File: config.mk
export PLATFORM = sky130hd
export DESIGN_NAME = demux_1to4_reg
export DESIGN_NICKNAME = d
export VERILOG_FILES = /design/src/rtl/demux_pkg.sv /design/src/rtl/demux_chan_cnt.sv /design/src/rtl/demux_1to4_reg.sv
export SDC_FILE = /design/constraint.sdc
export NUM_CORES = 1
export LEC_CHECK = 0
export BUFFER_PORTS_ARGS = -buffer_cell sky130_fd_sc_hd__buf_2
export CAP_MARGIN = 15
export CORE_UTILIZATION = 42
export DETAILED_ROUTE_END_ITERATION = 10
export PLACE_DENSITY = 0.92
export SYNTH_ARGS = -nofsm -noshare
export SYNTH_HDL_FRONTEND = slang
export SYNTH_SLANG_ARGS = --single-unit
export TNS_END_PERCENT = 1
File: constraint.sdc
create_clock -name clk_i -period 1.7 [get_ports clk_i]
set_input_delay 0 -clock clk_i [delete_from_list [all_inputs] [get_ports clk_i]]
set_output_delay 0 -clock clk_i [all_outputs]
set_load 0.01 [all_outputs]
File: src/rtl/demux_pkg.sv
// Shared definitions for the registered 1-to-4 demultiplexer: state encoding,
// channel indices and the default width of the optional transfer counters.
package demux_pkg;

    typedef enum logic {
        ST_EMPTY = 1'b0,
        ST_FULL  = 1'b1
    } state_e;

    localparam logic [1:0] CH0 = 2'd0;
    localparam logic [1:0] CH1 = 2'd1;
    localparam logic [1:0] CH2 = 2'd2;
    localparam logic [1:0] CH3 = 2'd3;

    localparam int CNT_W_DEF = 16;

endpackage

File: src/rtl/demux_chan_cnt.sv
// Single wrapping transfer counter with enable; one instance per channel when
// DEMUX_1TO4_STATS_EN is defined.
module demux_chan_cnt
    import demux_pkg::*;
#(
    parameter int CNT_W = CNT_W_DEF
) (
    input  logic             clk_i,
    input  logic             rst_i,
    input  logic             en_i,
    output logic [CNT_W-1:0] count_o
);

    logic [CNT_W-1:0] count_q;
    logic [CNT_W-1:0] count_d;

    always_comb begin
        count_d = count_q;
        if (en_i) begin
            count_d = count_q + {{(CNT_W-1){1'b0}}, 1'b1};
        end
    end

    always_ff @(posedge clk_i) begin
        if (rst_i) begin
            count_q <= '0;
        end else begin
            count_q <= count_d;
        end
    end

    assign count_o = count_q;

endmodule

File: src/rtl/demux_1to4_reg.sv
// Registered 1-to-4 demultiplexer with valid/ready flow control and a single
// holding stage. Define DEMUX_1TO4_STATS_EN to add per-channel transfer counters.
module demux_1to4_reg
    import demux_pkg::*;
#(
    parameter int size = 32
`ifdef DEMUX_1TO4_STATS_EN
    ,
    parameter int CNT_W = CNT_W_DEF
`endif
) (
    input  logic            clk_i,
    input  logic            rst_i,
    input  logic [size-1:0] data_i,
    input  logic [1:0]      select_i,
    input  logic            valid_i,
    output logic            ready_o,
    output logic [size-1:0] data0_o,
    output logic [size-1:0] data1_o,
    output logic [size-1:0] data2_o,
    output logic [size-1:0] data3_o,
    output logic            valid0_o,
    output logic            valid1_o,
    output logic            valid2_o,
    output logic            valid3_o,
    input  logic            ready0_i,
    input  logic            ready1_i,
    input  logic            ready2_i,
    input  logic            ready3_i
`ifdef DEMUX_1TO4_STATS_EN
    ,
    output logic [CNT_W-1:0] count0_o,
    output logic [CNT_W-1:0] count1_o,
    output logic [CNT_W-1:0] count2_o,
    output logic [CNT_W-1:0] count3_o
`endif
);

    state_e          state_q;
    state_e          state_d;
    logic [size-1:0] data_q;
    logic [size-1:0] data_d;
    logic [1:0]      sel_q;
    logic [1:0]      sel_d;

    logic [3:0] readyVec;
    logic       selRdy;
    logic       accept;
    logic       drain;
    logic [3:0] validVec;

    // Only the consumer of the held word matters; other channels' ready is ignored.
    assign readyVec = {ready3_i, ready2_i, ready1_i, ready0_i};
    assign selRdy   = readyVec[sel_q];
    assign ready_o  = (state_q == ST_EMPTY) || selRdy;
    assign accept   = valid_i && ready_o;
    assign drain    = (state_q == ST_FULL) && selRdy;

    always_comb begin
        state_d = state_q;
        data_d  = data_q;
        sel_d   = sel_q;
        unique case (state_q)
            ST_EMPTY: begin
                if (accept) begin
                    state_d = ST_FULL;
                    data_d  = data_i;
                    sel_d   = select_i;
                end
            end
            ST_FULL: begin
                if (drain && accept) begin
                    data_d = data_i;
                    sel_d  = select_i;
                end else if (drain) begin
                    state_d = ST_EMPTY;
                end
            end
            default: state_d = ST_EMPTY;
        endcase
    end

    always_ff @(posedge clk_i) begin
        if (rst_i) begin
            state_q <= ST_EMPTY;
            data_q  <= '0;
            sel_q   <= CH0;
        end else begin
            state_q <= state_d;
            data_q  <= data_d;
            sel_q   <= sel_d;
        end
    end

    assign validVec[0] = (state_q == ST_FULL) && (sel_q == CH0);
    assign validVec[1] = (state_q == ST_FULL) && (sel_q == CH1);
    assign validVec[2] = (state_q == ST_FULL) && (sel_q == CH2);
    assign validVec[3] = (state_q == ST_FULL) && (sel_q == CH3);

    assign valid0_o = validVec[0];
    assign valid1_o = validVec[1];
    assign valid2_o = validVec[2];
    assign valid3_o = validVec[3];

    // Idle channels present zero rather than a stale held word.
    assign data0_o = validVec[0] ? data_q : '0;
    assign data1_o = validVec[1] ? data_q : '0;
    assign data2_o = validVec[2] ? data_q : '0;
    assign data3_o = validVec[3] ? data_q : '0;

`ifdef DEMUX_1TO4_STATS_EN
    demux_chan_cnt #(.CNT_W(CNT_W)) u_cnt0 (
        .clk_i  (clk_i),
        .rst_i  (rst_i),
        .en_i   (drain && (sel_q == CH0)),
        .count_o(count0_o)
    );
    demux_chan_cnt #(.CNT_W(CNT_W)) u_cnt1 (
        .clk_i  (clk_i),
        .rst_i  (rst_i),
        .en_i   (drain && (sel_q == CH1)),
        .count_o(count1_o)
    );
    demux_chan_cnt #(.CNT_W(CNT_W)) u_cnt2 (
        .clk_i  (clk_i),
        .rst_i  (rst_i),
        .en_i   (drain && (sel_q == CH2)),
        .count_o(count2_o)
    );
    demux_chan_cnt #(.CNT_W(CNT_W)) u_cnt3 (
        .clk_i  (clk_i),
        .rst_i  (rst_i),
        .en_i   (drain && (sel_q == CH3)),
        .count_o(count3_o)
    );
`endif

endmodule

==> impl_metrics.tcl <==
set metrics [dict create \
    status "finished, final reports clean" \
    required_ps 1700 \
    ys_warn_count 0 \
    io_pins 174 \
    avgSynthCellArea_um2 8.27 \
    cts_buffer_depth 2 \
    clk_pin_slew_worst_paths_ps 70 \
    grt_pass1_vias 2673 \
    cp_data_arrival_time_ps 1620 \
    grt_usage_pct 24.7 \
    syn_to_final_growth_pct 55.1 \
    clock-root-buffer "clkbuf_8" \
    place_congestion 0.731 \
    drv_slew 0 \
    layout_setup_ws_ps 82.8 \
    finalPower_w 0.00219 \
    grt_pass1_wl_um 12300 \
    ys_seq_elements 35 \
    drive_above_1_share_pct 39.7 \
    critPathBufInv 3 \
    skew_ps 3.77 \
    clock_latency_ps 290 \
    hold_class "in2reg" \
    cts_buffers 5 \
    leakage_nw 2.29 \
    dp_slack_ps 223 \
    setup_viol 0 \
    cp_slowest_stage_delay_ps 380 \
    critPathCaptureType "primary output" \
    setup_tns_ps 0 \
    rrSetupSlack_ps 220 \
    rsz0062_at_grt "false" \
    nNetsFinal 546 \
    antenna_left 0 \
    crit_slowest_cell "dfxtp_2" \
    final_common_cell "buf_2" \
    die_h_um 79.5 \
    slew_headroom_pct 72.9 \
    n_antenna_cell 0 \
    ir_worst_vdd_mv 0.428 \
    post-route-period-util_pct 95.1 \
    rows 27 \
    post-cts-setup-buffers 0 \
    fin_hold_ws_ps 5.84 \
    start_kind "flip-flop" \
    critPathKind "reg2out" \
    clock.fmax_mhz 618 \
    finalHoldViolCount 0 \
    fill_cells 453 \
    cts-htree-levels 2 \
    clock-sinks 35 \
    route.detailed.drc 0 \
    dieWidth_um 79.5 \
    drtPass1Iterations 4 \
    initial_utilization_pct 44.7 \
    worstPathMaxFanout 31 \
    drt_wl_total_um 8100 \
    fin_crit_ps 1620 \
    worst-slew-pin-transition_ps 407 \
    path_cells "buf_8 > and2b_1 > buf_4 > and2_1 > buf_2" \
    gr-total-overflow 0 \
    vias 2761 \
    drv_cap 0 \
    core_um2 5640 \
    hpwlAfterDp_um 5280 \
    syn_nets 346 \
    antenna_found_initial 0 \
    grt_max_degree 34 \
    wl_per_cell_um 14.0 \
    synth.distinct_cells 15 \
    cp_top_family "buffers and inverters" \
    cts_tree "built" \
    ys_seq_area_share_pct 27.8 \
    dieArea_um2 6320 \
    io_buffers 173 \
    synthCells 305 \
    p_per_area_nw_per_um2 560 \
    drtIter0Drc 69 \
    viasPerCell 4.78 \
    syn-cell-area_um2 2520 \
    final_cell_mix "buf_2, and2_1, nand2b_1" \
]
stage by stage:
step	cell area [µm²]	cells	util, %
final	3910	578	69.4
after detailed placement	3450	537	61.2
after CTS	3910	578	69.3
after floorplan	2520	305	-
after global placement	3450	537	61.2
after global routing	3910	578	69.4
cells in the mapped netlist:
library cell  number  share of area (%)
a22oi_1            1               0.30
and2b_1            1               0.30
mux2i_1           36                 14
inv_1              1               0.15
and2_1            98                 24
a21oi_1            1               0.20
and3_1            33                8.2
a221oi_2           1               0.60
dfxtp_1           35                 28
buf_2              3               0.60
buf_6              1               0.45
nor2b_1            2               0.50
nand2b_1          68                 17
clkbuf_1          21                3.1
buf_12             3                2.4
state kept, by name, indices dropped and copies added, names as in the netlist:
signal	count
state_q	1
sel_q	2
data_q	32
metal layers:
metal  wire [µm]  GRT usage, %  up-vias
li1            -             -     1362
met2        4440          50.3      113
met5           0             0        -
met4         121          7.64        0
met3         509          5.71       10
met1        3020          24.0     1276
layout make-up:
class | count | area (µm²) | share of cell area (%)
clock buffer | 6 | 82.6 | 2.11
clock inverter | 2 | 35.0 | 0.895
inverter | 1 | 3.75 | 0.0959
multi-input combinational | 241 | 1670 | 42.7
sequential | 35 | 702 | 17.9
tap | 72 | 90.1 | 2.30
timing repair buffer | 221 | 1330 | 34.0
worst paths after layout:
kind | start | endpoint | cells after the start
setup / recovery | sel_q[0] | data0_o[9] | 5
hold / removal | valid_i | state_q | 3
setup reg to reg | sel_q[0] | data_q[19] | 4
hold reg to reg | sel_q[1] | sel_q[1] | 2
cell families after synthesis:
family | share of synthesized area (%)
buffers and inverters | 6.70
AOI/OAI and AO/OA | 1.09
DFF | 27.8
muxes | 14.3
and+or+nand+nor | 50.1
power by group:
part / internal [W] / switching (W)
Sequential: 0.000881 / 0.0000637
Clock: 0.000475 / 0.000309
Combinational: 0.000246 / 0.000215
Total: 0.00160 / 0.000588
what timing repair did:
item                                    CTS  global route
hold buffers                             33             0
endpoints found under the hold margin    33             0
gates resized for setup                   2             2
endpoints found under the setup margin   43            68
worst register-to-register path: cells and delay by family, from the launching register on:
kind | cells | cell delay, ps
AOI/OAI and AO/OA | 1 | 340
buffers and inverters | 1 | 270
DFF | 1 | 380
muxes | 2 | 400
No activity file was read; power rests on OpenSTA's default activity.
